$ cat config.mk
export PLATFORM = sky130hd
export DESIGN_NAME = gated_capture_sequencer_flat
export DESIGN_NICKNAME = d
export VERILOG_FILES = /design/src/rtl/gated_capture_sequencer_if.sv /design/src/rtl/gated_capture_sequencer.sv /design/src/flat_wrapper.sv
export SDC_FILE = /design/constraint.sdc
export NUM_CORES = 1
export LEC_CHECK = 0
export CAP_MARGIN = 20
export CORE_MARGIN = 2
export CORE_UTILIZATION = 51
export DETAILED_ROUTE_END_ITERATION = 10
export PLACE_DENSITY = 0.75
export SETUP_SLACK_MARGIN = 0.15
export SKIP_LAST_GASP = 1
export SLEW_MARGIN = 20
export SYNTH_ARGS = -nofsm -noshare
export SYNTH_HDL_FRONTEND = slang
export SYNTH_SLANG_ARGS = --single-unit
$ cat constraint.sdc
create_clock -name clk -period 2.17 [get_ports clk]
set_input_delay 0.434 -clock clk [delete_from_list [all_inputs] [get_ports clk]]
set_output_delay 0.434 -clock clk [all_outputs]
set_load 0.005 [all_outputs]
$ cat src/rtl/gated_capture_sequencer_if.sv
// Control/config and capture-result signals of the gated capture sequencer.
// master drives the controls; slave is the sequencer.
interface gated_capture_sequencer_if #(
  parameter int unsigned WIN_W = 8,
  parameter int unsigned CNT_W = 8
);
  logic             cfg_we;
  logic             cfg_gate;
  logic             start;
  logic             abort;
  logic [WIN_W-1:0] win_len;
  logic             data;
  logic             sample;
  logic [CNT_W-1:0] count;
  logic             busy;
  logic             done;

  modport master (
    output cfg_we, cfg_gate, start, abort, win_len, data,
    input  sample, count, busy, done
  );

  modport slave (
    input  cfg_we, cfg_gate, start, abort, win_len, data,
    output sample, count, busy, done
  );
endinterface

$ cat src/rtl/gated_capture_sequencer.sv
// Sequences a gated sampling window: counts gate & data over win_len capture cycles,
// then pulses done. The gate register is reset to 1 and only writable when not busy.
module gated_capture_sequencer #(
  parameter int unsigned WIN_W = 8,
  parameter int unsigned CNT_W = 8
) (
  input  logic                     clk,
  input  logic                     rst_n,
  gated_capture_sequencer_if.slave bus
);

  typedef enum logic [1:0] {StIdle, StArm, StCapture, StDone} state_e;

  localparam logic [CNT_W-1:0] CntMax = '1;
  localparam logic [WIN_W-1:0] RemLast = WIN_W'(1);

  state_e           state_q, state_d;
  logic             gate_q, gate_d;
  logic [WIN_W-1:0] remaining_q, remaining_d;
  logic             sample_q, sample_d;
  logic [CNT_W-1:0] count_q, count_d;
  logic             hit;

  always_ff @(posedge clk or negedge rst_n) begin
    if (!rst_n) begin
      state_q     <= StIdle;
      gate_q      <= 1'b1;
      remaining_q <= '0;
      sample_q    <= 1'b0;
      count_q     <= '0;
    end else begin
      state_q     <= state_d;
      gate_q      <= gate_d;
      remaining_q <= remaining_d;
      sample_q    <= sample_d;
      count_q     <= count_d;
    end
  end

  always_comb begin
    state_d     = state_q;
    gate_d      = gate_q;
    remaining_d = remaining_q;
    sample_d    = sample_q;
    count_d     = count_q;
    hit         = gate_q & bus.data;

    unique case (state_q)
      StIdle: begin
        if (bus.cfg_we) begin
          gate_d = bus.cfg_gate;
        end
        // abort wins over a simultaneous start
        if (bus.start && !bus.abort) begin
          count_d  = '0;
          sample_d = 1'b0;
          if (bus.win_len != '0) begin
            state_d     = StArm;
            remaining_d = bus.win_len;
          end else begin
            state_d = StDone;
          end
        end
      end
      StArm: begin
        state_d = bus.abort ? StIdle : StCapture;
      end
      StCapture: begin
        if (bus.abort) begin
          state_d = StIdle;
        end else begin
          sample_d    = hit;
          remaining_d = remaining_q - RemLast;
          if (hit && (count_q != CntMax)) begin
            count_d = count_q + CNT_W'(1);
          end
          if (remaining_q == RemLast) begin
            state_d = StDone;
          end
        end
      end
      StDone: begin
        if (bus.cfg_we) begin
          gate_d = bus.cfg_gate;
        end
        state_d = StIdle;
      end
      default: state_d = StIdle;
    endcase
  end

  assign bus.sample = sample_q;
  assign bus.count  = count_q;
  assign bus.busy   = (state_q == StArm) || (state_q == StCapture);
  assign bus.done   = (state_q == StDone);

endmodule

$ cat src/flat_wrapper.sv
// flat-port wrapper written by rule: the top's interface ports become plain ports
module gated_capture_sequencer_flat 
#(
  parameter int unsigned WIN_W = 8,
  parameter int unsigned CNT_W = 8
)
  (clk, rst_n, bus_cfg_we, bus_cfg_gate, bus_start, bus_abort, bus_win_len, bus_data, bus_sample, bus_count, bus_busy, bus_done);
  gated_capture_sequencer_if #(.WIN_W(WIN_W), .CNT_W(CNT_W)) bus_i ();
  input  logic clk;
  input  logic rst_n;
  input wire logic [$bits(bus_i.cfg_we)-1:0] bus_cfg_we;
  input wire logic [$bits(bus_i.cfg_gate)-1:0] bus_cfg_gate;
  input wire logic [$bits(bus_i.start)-1:0] bus_start;
  input wire logic [$bits(bus_i.abort)-1:0] bus_abort;
  input wire logic [$bits(bus_i.win_len)-1:0] bus_win_len;
  input wire logic [$bits(bus_i.data)-1:0] bus_data;
  output wire logic [$bits(bus_i.sample)-1:0] bus_sample;
  output wire logic [$bits(bus_i.count)-1:0] bus_count;
  output wire logic [$bits(bus_i.busy)-1:0] bus_busy;
  output wire logic [$bits(bus_i.done)-1:0] bus_done;
  assign bus_i.cfg_we = bus_cfg_we;
  assign bus_i.cfg_gate = bus_cfg_gate;
  assign bus_i.start = bus_start;
  assign bus_i.abort = bus_abort;
  assign bus_i.win_len = bus_win_len;
  assign bus_i.data = bus_data;
  assign bus_sample = bus_i.sample;
  assign bus_count = bus_i.count;
  assign bus_busy = bus_i.busy;
  assign bus_done = bus_i.done;
  gated_capture_sequencer #(.WIN_W(WIN_W), .CNT_W(CNT_W)) u_core (.clk(clk), .rst_n(rst_n), .bus(bus_i));
endmodule
# After elaboration in Yosys (flattened, before gate mapping)
# Cells that the tools add are included.
[word_totals] wordCells=48 input_bits=15 output_inout_bits=11 reg_bits=20
[classes] n_mux=17 reduce_logical=13 bitwise_logic=1 add_sub_neg=2 eq_ne=10
[op_table] operator="2-to-1 mux 8 bit" n=6
[op_table] operator="one-hot mux 8 bit (2 select lines)" n=2
[op_table] operator="2-to-1 mux 2 bit" n=5
[op_table] operator="adder 8 x 1 -> 8 bit, second input constant" n=1
[op_table] operator="== test 8 x 1 -> 1 bit, second input constant" n=1
[op_table] operator="!= test 8 bit, second input constant" n=1
[op_table] operator="one-hot mux 2 bit (4 select lines)" n=1
[op_table] operator="AND reduction 4 bit" n=2
[op_table] operator="nonzero test 8 bit" n=1
[op_table] operator="subtractor 8 x 1 -> 8 bit, second input constant" n=1
[op_table] operator="!= test 2 x 1 -> 1 bit, second input constant" n=3
[op_table] operator="== test 2 bit, second input constant" n=2
[op_table] operator="AND reduction 2 bit" n=2
[op_table] operator="!= test 3 x 2 -> 1 bit, second input constant" n=1
[op_table] operator="AND reduction 3 bit" n=1
[op_table] operator="== test 2 x 1 -> 1 bit, second input constant" n=1
[op_table] operator="logical AND 1 bit" n=2
[op_table] operator="zero test 2 bit" n=1
[op_table] operator="2-to-1 mux 1 bit" n=2
[op_table] operator="!= test 2 bit, second input constant" n=1
[op_table] operator="one-hot mux 1 bit (2 select lines)" n=1
[op_table] operator="nonzero test 2 bit" n=1
[op_table] operator="OR reduction 2 bit" n=1
[op_table] operator="bitwise AND 1 bit" n=1
[op_table] operator="other kinds (2)" n=2

# Depth between registers and ports, before layout
# Gate-level depths: netlist of run 1.
[logic_depth] ltp_word=5 ltp_mapped=8 ltp_nobuf=6

# Worst setup path before layout of run 1
# Ideal clock, no wire load.
[synth_path] path_type="register to register" start="reg u_core.state_q[0]" end="reg u_core.remaining_q[3]" setup_time_ns=0.130 stages_incl_launch_ff=9 required_time_ns=2.040 path_slack_ns=0.343 period_less_slack_ns=1.827 t_arrival_ns=1.697 path_buffers=2 path_cell_list="dfrtp_1 -> inv_1 -> ha_1 -> buf_6 -> mux2i_1 -> or2_2 -> buf_2 -> nor4b_1 -> nor3_1"
[synth_between] elab_chain_cells=3 elab_cells_between_ends=8 cone_classes="eq/ne (4); mux (1); reduce/logical (3)"
[synth_lines] element="start, declared" line="gated_capture_sequencer.sv:17" source="state_e state_q, state_d;"
[synth_lines] element="start signal, assigned" line="gated_capture_sequencer.sv:26" source="state_q <= StIdle;"
[synth_lines] element="start signal, assigned" line="gated_capture_sequencer.sv:32" source="state_q <= state_d;"
[synth_lines] element="== test 2 bit / zero test 2 bit (equally long branches)" line="gated_capture_sequencer.sv:48" source="unique case (state_q)"
[synth_lines] element="!= test 2 bit (no line), or another cell as far along"
[synth_lines] element="AND reduction 4 bit (no line)"
[synth_lines] element="end signal, assigned" line="gated_capture_sequencer.sv:34" source="remaining_q <= remaining_d;"
[synth_lines] element="end, declared" line="gated_capture_sequencer.sv:19" source="logic [WIN_W-1:0] remaining_q, remaining_d;"
# Several ways; a longest one is shown, not always the timed one.
# A chain may end at the register's enable or synchronous reset.

# Worst setup path in the final report of run 1
[layout_path] start="reg u_core.remaining_q[4]" end="reg u_core.state_q[1]"
[layout_between] elab_chain_cells=3
[layout_lines] element="== test 8 x 1 -> 1 bit" line="gated_capture_sequencer.sv:77" source="if (remaining_q == RemLast) begin"
[layout_lines] element="!= test 3 x 2 -> 1 bit (no line)"
[layout_lines] element="AND reduction 2 bit (no line)"
# Every way passes these cells.

==> results of run 1 <==
==> metal layers <==
layer  up-vias  GRT usage
met1       618      0.340
met5         -          0
met4         0     0.0510
li1        643          -
met2        38      0.376
met3         4     0.0279
==> final timing paths <==
check                                       from  depth (start not counted)  slack [ns]           endpoint
max in group asynchronous                  rst_n                          2        1.43      u_core.gate_q
max                        u_core.remaining_q[4]                          4        0.23  u_core.state_q[1]
max reg2reg                u_core.remaining_q[4]                          4        0.23  u_core.state_q[1]
min                                        rst_n                          2        0.46  u_core.state_q[1]
min reg2reg                    u_core.bus.sample                          1        0.49  u_core.bus.sample
min in group clk               u_core.bus.sample                          1        0.49  u_core.bus.sample
==> cells by family after synthesis <==
family                     share of synthesized area
AOI/OAI and AO/OA                              0.199
adders and majority gates                     0.0632
buffers and inverters                         0.0424
DFF                                            0.362
muxes                                         0.0523
and+or+nand+nor                                0.281
==> cell usage after synthesis (2+ instances only) <==
| master | instances |
|---|---|
| nor2_1 | 9 |
| nor2b_1 | 3 |
| a21oi_1 | 6 |
| o31ai_1 | 2 |
| nand4b_1 | 2 |
| clkbuf_1 | 2 |
| inv_1 | 8 |
| nor4_1 | 4 |
| nand3_1 | 6 |
| ha_1 | 7 |
| or4_1 | 2 |
| nand2b_1 | 2 |
| nor3_1 | 3 |
| a311oi_1 | 3 |
| nand2_1 | 21 |
| o21ai_0 | 6 |
| dfrtp_1 | 19 |
| and4_1 | 2 |
| nand4_1 | 2 |
| a21o_1 | 3 |
| o211ai_1 | 6 |
| and3_1 | 2 |
| mux2i_1 | 5 |
| nand3b_1 | 3 |
| buf_2 | 2 |
==> flip-flops by register name, indices dropped and copies added (netlist names) <==
signal,cells
u_core.state_q,2
u_core.gate_q,1
u_core.remaining_q,8
u_core.bus.count,8
u_core.bus.sample,1
==> power by group through the flow <==
stage               clock network [mW]  logic (mW)  registers, mW
global placement                     0       0.793          0.650
floorplan                            0       0.561          0.624
finish                           0.196       0.829          0.661
CTS                              0.198       0.803          0.654
global route                     0.209       0.919          0.687
detailed placement                   0       0.811          0.661
==> through the flow <==
stage / hold WS (ns) / cell area, um^2
after floorplan: 0.138 / 1390
final: 0.460 / 1780
after global routing: 0.489 / 1780
after detailed placement: 0.470 / 1730
after CTS: 0.478 / 1750
after global placement: 0.463 / 1730
==> final cells by class <==
type / instances / area [um^2]
Inverter: 8 / 30.0
Timing Repair Buffer: 37 / 339
Tap cell: 30 / 37.5
Sequential cell: 20 / 503
Clock buffer: 4 / 26.3
Multi-Input combinational cell: 118 / 843
Fill cell: 200 / 743
==> what timing repair did <==
action                     in CTS  in global routing
buffers inserted                0                  1
setup endpoints to repair       1                  7
resized for setup               1                  4
pin swaps                       0                  1
hold buffers                    0                  0
==> layout by cell type, fill, tap and decap left out, drive strengths merged, types with 3 or more instances in the layout <==
master / synthesis / final
clkdlybuf4s50: 0 / 24
nand2: 21 / 21
dfrtp: 19 / 19
buf: 3 / 12
nor2: 9 / 9
inv: 8 / 8
ha: 7 / 7
o21ai: 7 / 7
o211ai: 6 / 6
nand3: 6 / 6
a21oi: 6 / 6
mux2i: 5 / 5
nor4: 4 / 4
a311oi: 4 / 4
clkbuf: 2 / 4
nor2b: 3 / 3
a21o: 3 / 3
nand3b: 3 / 3
or4: 3 / 3
nor3: 3 / 3
==> critical path: stages (launching register included) <==
cell and delay (ns):
dfrtp_2 0.47, or4_4 0.57, nor4b_4 0.27, a2bb2oi_2 0.19, mux2_1 0.33
==> results by group, run 1 <==
Worst setup path
  • Required time worst endpoint: 2.38 ns
  • Crit path DAT: 2.15 ns
  • CP endpoint kind: flip-flop
  • CP Max Fanout: 6
  • Startpoint types: flip-flop
  • Setup CP Type: flip-flop to flip-flop

Clocking
  • Clk Latency, worst-skew pair: 0.31 ns
  • Clock sinks: 20
  • Clock root buffer: clkbuf_4
  • H-tree Lvls: 1
  • Max clock buf depth: 2
  • TritonCTS clock tree: built
  • CTS Buf Count: 3
  • Worst-path clk slew: 0.12 ns

Timing
  • Period utilisation layout: 0.893
  • Clock skew: 0.00246 ns
  • FMAX: 0.516 GHz
  • Final setup viols: 0
  • Worst Tran Pin Value: 0.418 ns
  • Hold Vio Cnt, Final: 0
  • Unrepaired setup endpoints after global routing: yes
  • Tmin final: 1.94 ns
  • Max-Slew Margin vs Limit: 0.714
  • Fin Setup TNS: 0 ns
  • Final max-slew violation count: 0
  • Setup ws final: 0.232 ns

Final layout
  • Area Growth Syn to Fin: 28.3%
  • Final Net Count: 210
  • Layout Cells excl Fill: 217
  • Layout cells sized above 1: 0.144
  • Post-Route Utilization: 0.705
  • ANT cells: 0

Synth
  • Area of the mapped netlist: 1390 um^2
  • Synth area leaders: dfrtp_1 34%, ha_1 6.3%, nand2_1 5.7%
  • Seq/Total Area, Yosys: 0.362
  • Syn Nets: 173
  • Dominant cell type by area after synthesis: dfrtp_1
  • #FFs+latches synth: 20
  • Ys async rst share: 1.00
  • EDFF count, synth: 0
  • Post-synth cell types: 46
  • Yosys warns: 0
  • Top_reg_cell synth: dfrtp_1
  • Synthesized area per cell: 9.18 um^2
  • Post-synth top area share: 0.343
  • Synth Instances: 151

Global routing
  • Gr ovfl total: 0
  • Vias in the first global route: 1262
  • Initial antenna violation count: 0
  • Tot GR Track Use: 0.235
  • First-pass GRT wire length: 5930 um
  • Pin count of the biggest net entering global routing: 21

Floorplan
  • Num ports: 26
  • Row count: 18
  • Die W: 56.1 um
  • Initial core utilization: 0.550
  • Die Ht: 56.1 um
  • Die area: 3150 um^2
  • CORE AREA: 2520 um^2

Place
  • DP Cell Count: 212
  • GPL Wtd Cong: 0.844
  • Hpwl dp: 2520 um
  • Place WS: 0.0516 ns
  • I/O Buffers: 25

Outcome
  • Status: complete, no violations

Detailed routing
  • DRT met1 WL: 1600 um
  • DR pass1 iterations: 5
  • DRC: 0
  • Vias per cell: 6.00
  • Total wire length: 3410 um
  • DR top layer: met4
  • Final ANT Viol Nets: 0
  • Wire per inst: 15.7 um
  • Met2 routed WL: 1640 um
  • Initial DRC count: 58
  • WL met3: 145 um
  • DR vias: 1303

Power
  • Sw Share: 0.424
  • Combinational Power Share: 0.492
  • P_int: 0.970 mW
  • Leakage: 0.717 nW
  • Switching Power: 0.716 mW
  • Clock share of power: 0.116
  • PD cells: 947 nW/um^2
  • Max IR drop VDD: 0.000843 V
  • Reg power frac: 0.392
  • Tot Pwr: 1.69 mW

Job
  • Max cap viols: 0

Min path
  • Worst hold path class: input pin to async pin
No activity file was read; power rests on OpenSTA's default activity.
==> inputs of run 2 (changes only) <==
GPL_ROUTABILITY_DRIVEN = 0   (was default)
==> results by group, run 2 (same netlist as run 1, synthesis figures left out) <==
Power
  • Max IR drop VDD: 0.000722 V
  • Leakage: 0.730 nW
  • Tot Pwr: 1.83 mW
  • PD cells: 1020 nW/um^2

Timing
  • Max-Slew Margin vs Limit: 0.688
  • FMAX: 0.504 GHz
  • Setup ws final: 0.186 ns
  • Hold_ws: 0.447 ns
  • Worst Tran Pin Value: 0.468 ns
  • Unrepaired setup endpoints after global routing: yes
  • Final setup viols: 0
  • Fin Setup TNS: 0 ns
  • Final max-slew violation count: 0
  • Hold Vio Cnt, Final: 0
  • Tmin final: 1.98 ns
  • Period utilisation layout: 0.914
  • Clock skew: 0.00523 ns

Final layout
  • Most frequent cells in the layout: 25 x clkdlybuf4s50_1, 21 x nand2_1, 18 x dfrtp_1, 13 x buf_4, 9 x nor2_1
  • Area Growth Syn to Fin: 30.1%
  • Most common cell after layout, fill and taps aside: clkdlybuf4s50_1
  • Fillers: 218
  • Register area: 503 um^2
  • Layout Cells excl Fill: 218
  • Layout cells sized above 1: 0.144
  • Final Net Count: 211
  • ANT cells: 0
  • Area taken by multi-input logic gates: 832 um^2

Clocking
  • Max clock buf depth: 2
  • Clock sinks: 20
  • TritonCTS clock tree: built
  • CTS Hold Buffers Added: 0
  • Clock root buffer: clkbuf_4
  • Worst-path clk slew: 0.13 ns
  • CTS Buf Count: 3
  • H-tree Lvls: 1
  • Clk Latency, worst-skew pair: 0.32 ns

Floorplan
  • Num ports: 26
  • Initial core utilization: 0.550
  • Die area: 3150 um^2
  • Die W: 56.1 um
  • Row count: 18
  • Die Ht: 56.1 um
  • CORE AREA: 2520 um^2

Worst setup path
  • CP Max Fanout: 2
  • Setup CP Type: flip-flop to output port
  • Startpoint types: flip-flop
  • Required time worst endpoint: 1.74 ns
  • CP endpoint kind: output port
  • Crit path DAT: 1.55 ns

Job
  • Max cap viols: 0

Detailed routing
  • Wire per inst: 15.7 um
  • DRT met1 WL: 1560 um
  • DR vias: 1333
  • Total wire length: 3420 um
  • DR pass1 iterations: 4
  • Met2 routed WL: 1650 um
  • Vias per cell: 6.11
  • DR top layer: met4
  • Final ANT Viol Nets: 0
  • DRC: 0
  • WL met3: 153 um
  • Initial DRC count: 60

Place
  • Hpwl dp: 2580 um
  • Place WS: 0.0139 ns
  • DP Cell Count: 212
  • I/O Buffers: 25

Global routing
  • Tot GR Track Use: 0.242
  • Pin count of the biggest net entering global routing: 21
  • Vias in the first global route: 1330
  • Initial antenna violation count: 0
  • First-pass GRT wire length: 6060 um
  • Gr ovfl total: 0

Min path
  • Worst hold path class: input pin to async pin

Outcome
  • Status: complete, no violations
run 2: layer usage:
layer	global-route usage	up-vias
li1	-	651
met1	0.325	638
met2	0.388	38
met3	0.0279	6
met4	0.109	0
met5	0	-
run 2: worst paths after layout:
check / start / end / slack (ns) / cells after the start
setup / recovery: u_core.state_q[1] / bus_busy / 0.19 / 3
hold / removal: rst_n / u_core.remaining_q[2] / 0.45 / 2
setup reg to reg: u_core.remaining_q[4] / u_core.state_q[1] / 0.24 / 4
hold reg to reg: u_core.bus.sample / u_core.bus.sample / 0.51 / 1
max in group asynchronous: rst_n / u_core.gate_q / 1.45 / 2
min in group clk: u_core.bus.sample / u_core.bus.sample / 0.51 / 1
run 2: what timing repair did:
item / CTS / global route
resized for setup: 0 / 2
setup buffers: 2 / 0
endpoints found under the setup margin: 1 / 6
run 2: final cells by class:
cell class / instances / area share
Multi-Input combinational cell: 118 / 0.461
Clock buffer: 3 / 0.0125
Timing Repair Buffer: 38 / 0.193
Tap cell: 30 / 0.0208
Inverter: 8 / 0.0167
Sequential cell: 20 / 0.279
Clock inverter: 1 / 0.0167
run 2: worst max-delay path: stages (launching register included):
cell             delay (ns)
dfrtp_1                0.38
inv_1                  0.07
ha_1                   0.29
clkdlybuf4s50_1        0.50
run 2: power by group:
group          internal (mW)  switching [mW]  total [mW]
sequential             0.502           0.152       0.653
clock                  0.187           0.135       0.322
combinational          0.425           0.432       0.857
run 2: per-stage QoR:
step,cell area [um^2],utilization
2_1_floorplan,1390,-
3_3_place_gp,1730,0.685
4_1_cts,1800,0.712
5_1_grt,1800,0.715
6_report,1800,0.715
3_5_place_dp,1730,0.685
==> inputs of run 3 (changes only) <==
CORE_MARGIN = default   (was 2)
==> results by group, run 3 (same netlist as run 1, synthesis figures left out) <==
Floorplan
  • Num ports: 26
  • CORE AREA: 2520 um^2
  • Die area: 2930 um^2
  • Die Ht: 54.1 um
  • Die W: 54.1 um
  • Initial core utilization: 0.550
  • Row count: 18

Timing
  • Hold Vio Cnt, Final: 0
  • Hold_ws: 0.442 ns
  • Final max-slew violation count: 0
  • Period utilisation layout: 0.917
  • Worst Tran Pin Value: 0.444 ns
  • Clock skew: 0.00750 ns
  • Tmin final: 1.99 ns
  • Unrepaired setup endpoints after global routing: yes
  • Final setup viols: 0
  • FMAX: 0.503 GHz
  • Max-Slew Margin vs Limit: 0.700

Final layout
  • Fillers: 198
  • Final Net Count: 215
  • Most common cell after layout, fill and taps aside: clkdlybuf4s50_1
  • Most frequent cells in the layout: 24 x clkdlybuf4s50_1, 21 x nand2_1, 18 x dfrtp_1, 17 x buf_4, 9 x nor2_1
  • ANT cells: 0
  • Layout cells sized above 1: 0.161
  • Layout Cells excl Fill: 222
  • Area Growth Syn to Fin: 31.0%

Power
  • Sw Share: 0.411
  • P_int: 1.05 mW
  • Max IR drop VDD: 0.000790 V
  • Leakage: 0.753 nW
  • Combinational Power Share: 0.505
  • Clock share of power: 0.128
  • PD cells: 985 nW/um^2
  • Reg power frac: 0.366
  • Switching Power: 0.735 mW

Clocking
  • Clock sinks: 20
  • Worst-path clk slew: 0.13 ns
  • Clk Latency, worst-skew pair: 0.31 ns
  • Clock root buffer: clkbuf_4
  • CTS Buf Count: 3
  • CTS Hold Buffers Added: 0
  • Max clock buf depth: 2
  • TritonCTS clock tree: built
  • H-tree Lvls: 1

Worst setup path
  • CP Cell Sequence: clkdlybuf4s50_1, or4_1, o21ai_1, nor2_1, a311oi_1
  • CP max stage cell: or4_1
  • Required time worst endpoint: 2.37 ns
  • Crit path max-delay family: simple AND/OR/NAND/NOR gates
  • Crit path DAT: 2.19 ns
  • Startpoint types: input pin
  • Setup CP Type: input pin to flip-flop
  • CP endpoint kind: flip-flop
  • CP Max Fanout: 4
  • CP bufs+invs: 1
  • Crit-path max cell delay: 0.58 ns

Detailed routing
  • Vias per cell: 6.00
  • Final ANT Viol Nets: 0
  • Wire per inst: 15.7 um
  • Initial DRC count: 44
  • DR pass1 iterations: 4
  • DRC: 0
  • Total wire length: 3500 um
  • DR vias: 1332

Min path
  • Worst hold path class: input pin to async pin

Global routing
  • Vias in the first global route: 1235
  • Gr ovfl total: 0
  • Tot GR Track Use: 0.270
  • First-pass GRT wire length: 5670 um
  • Initial antenna violation count: 0
  • Pin count of the biggest net entering global routing: 21

Place
  • DP Cell Count: 213
  • Hpwl dp: 2610 um
  • I/O Buffers: 25

Job
  • Max cap viols: 0

Outcome
  • Status: complete, no violations
==> run 3: cell count changes in the layout (fill, tap and decap cells not counted) <==
cell / before / now
ha_2: 0 / 1
ha_1: 7 / 6
nor4bb_2: 1 / 0
dlymetal6s2s_1: 0 / 1
bufinv_16: 1 / 0
clkbuf_8: 0 / 1
clkdlybuf4s50_1: 25 / 24
nor4bb_1: 0 / 1
buf_4: 13 / 17
==> run 3: metal layers <==
layer	wire (um)	up-vias	GRT usage
li1	-	653	-
met1	1530	616	0.364
met2	1690	59	0.445
met3	251	4	0.0339
met4	24	0	0.0812
met5	0	-	0
==> run 3: area by class of cell <==
cell class,count,area (um^2),share of cell area
timing repair buffer,42,380,0.210
inverter,8,30.0,0.0165
tap,30,37.5,0.0207
clock buffer,4,36.3,0.0200
multi-input combinational,118,828,0.456
sequential,20,503,0.277
==> run 3: worst reg2reg max path: stages (launching register included) <==
cell,delay [ns]
dfrtp_2,0.47
or4_4,0.58
nor4b_4,0.26
a2bb2oi_2,0.19
mux2_1,0.34
==> run 3: power groups by stage <==
stage                     combinational (mW)  sequential, mW  clock (mW)
final                                  0.904           0.655       0.229
after global routing                    1.00           0.676       0.241
after CTS                              0.874           0.649       0.233
after detailed placement               0.832           0.667           0
after global placement                 0.798           0.651           0
after floorplan                        0.561           0.624           0
==> run 3: timing repair <==
| action | 4_1_cts | 5_1_grt |
|---|---|---|
| setup buffers | 2 | 3 |
| endpoints found under the setup margin | 2 | 13 |
| gates resized for setup | 0 | 3 |
| pin swaps | 1 | 1 |
==> run 3: worst paths after layout <==
kind,start,cells past startpoint,slack (ns),to
hold reg to reg,u_core.remaining_q[5],1,0.51,u_core.remaining_q[5]
setup / recovery,bus_win_len[5],5,0.18,u_core.remaining_q[7]
min in group clk,u_core.remaining_q[5],1,0.51,u_core.remaining_q[5]
setup reg to reg,u_core.remaining_q[4],4,0.23,u_core.state_q[1]
max in group asynchronous,rst_n,2,1.44,u_core.gate_q
hold / removal,rst_n,2,0.44,u_core.remaining_q[0]
==> run 3: per-stage QoR <==
stage / area, um^2 / utilization / power [mW] / setup slack [ns] / setup TNS [ns]
floorplan: 1390 / - / 1.19 / 0.343 / 0
global placement: 1740 / 0.688 / 1.45 / -0.0243 / -0.0243
detailed placement: 1740 / 0.688 / 1.50 / -0.105 / -0.105
CTS: 1790 / 0.708 / 1.76 / 0.169 / 0
global route: 1820 / 0.720 / 1.92 / 0.0860 / 0
finish: 1820 / 0.720 / 1.79 / 0.181 / 0
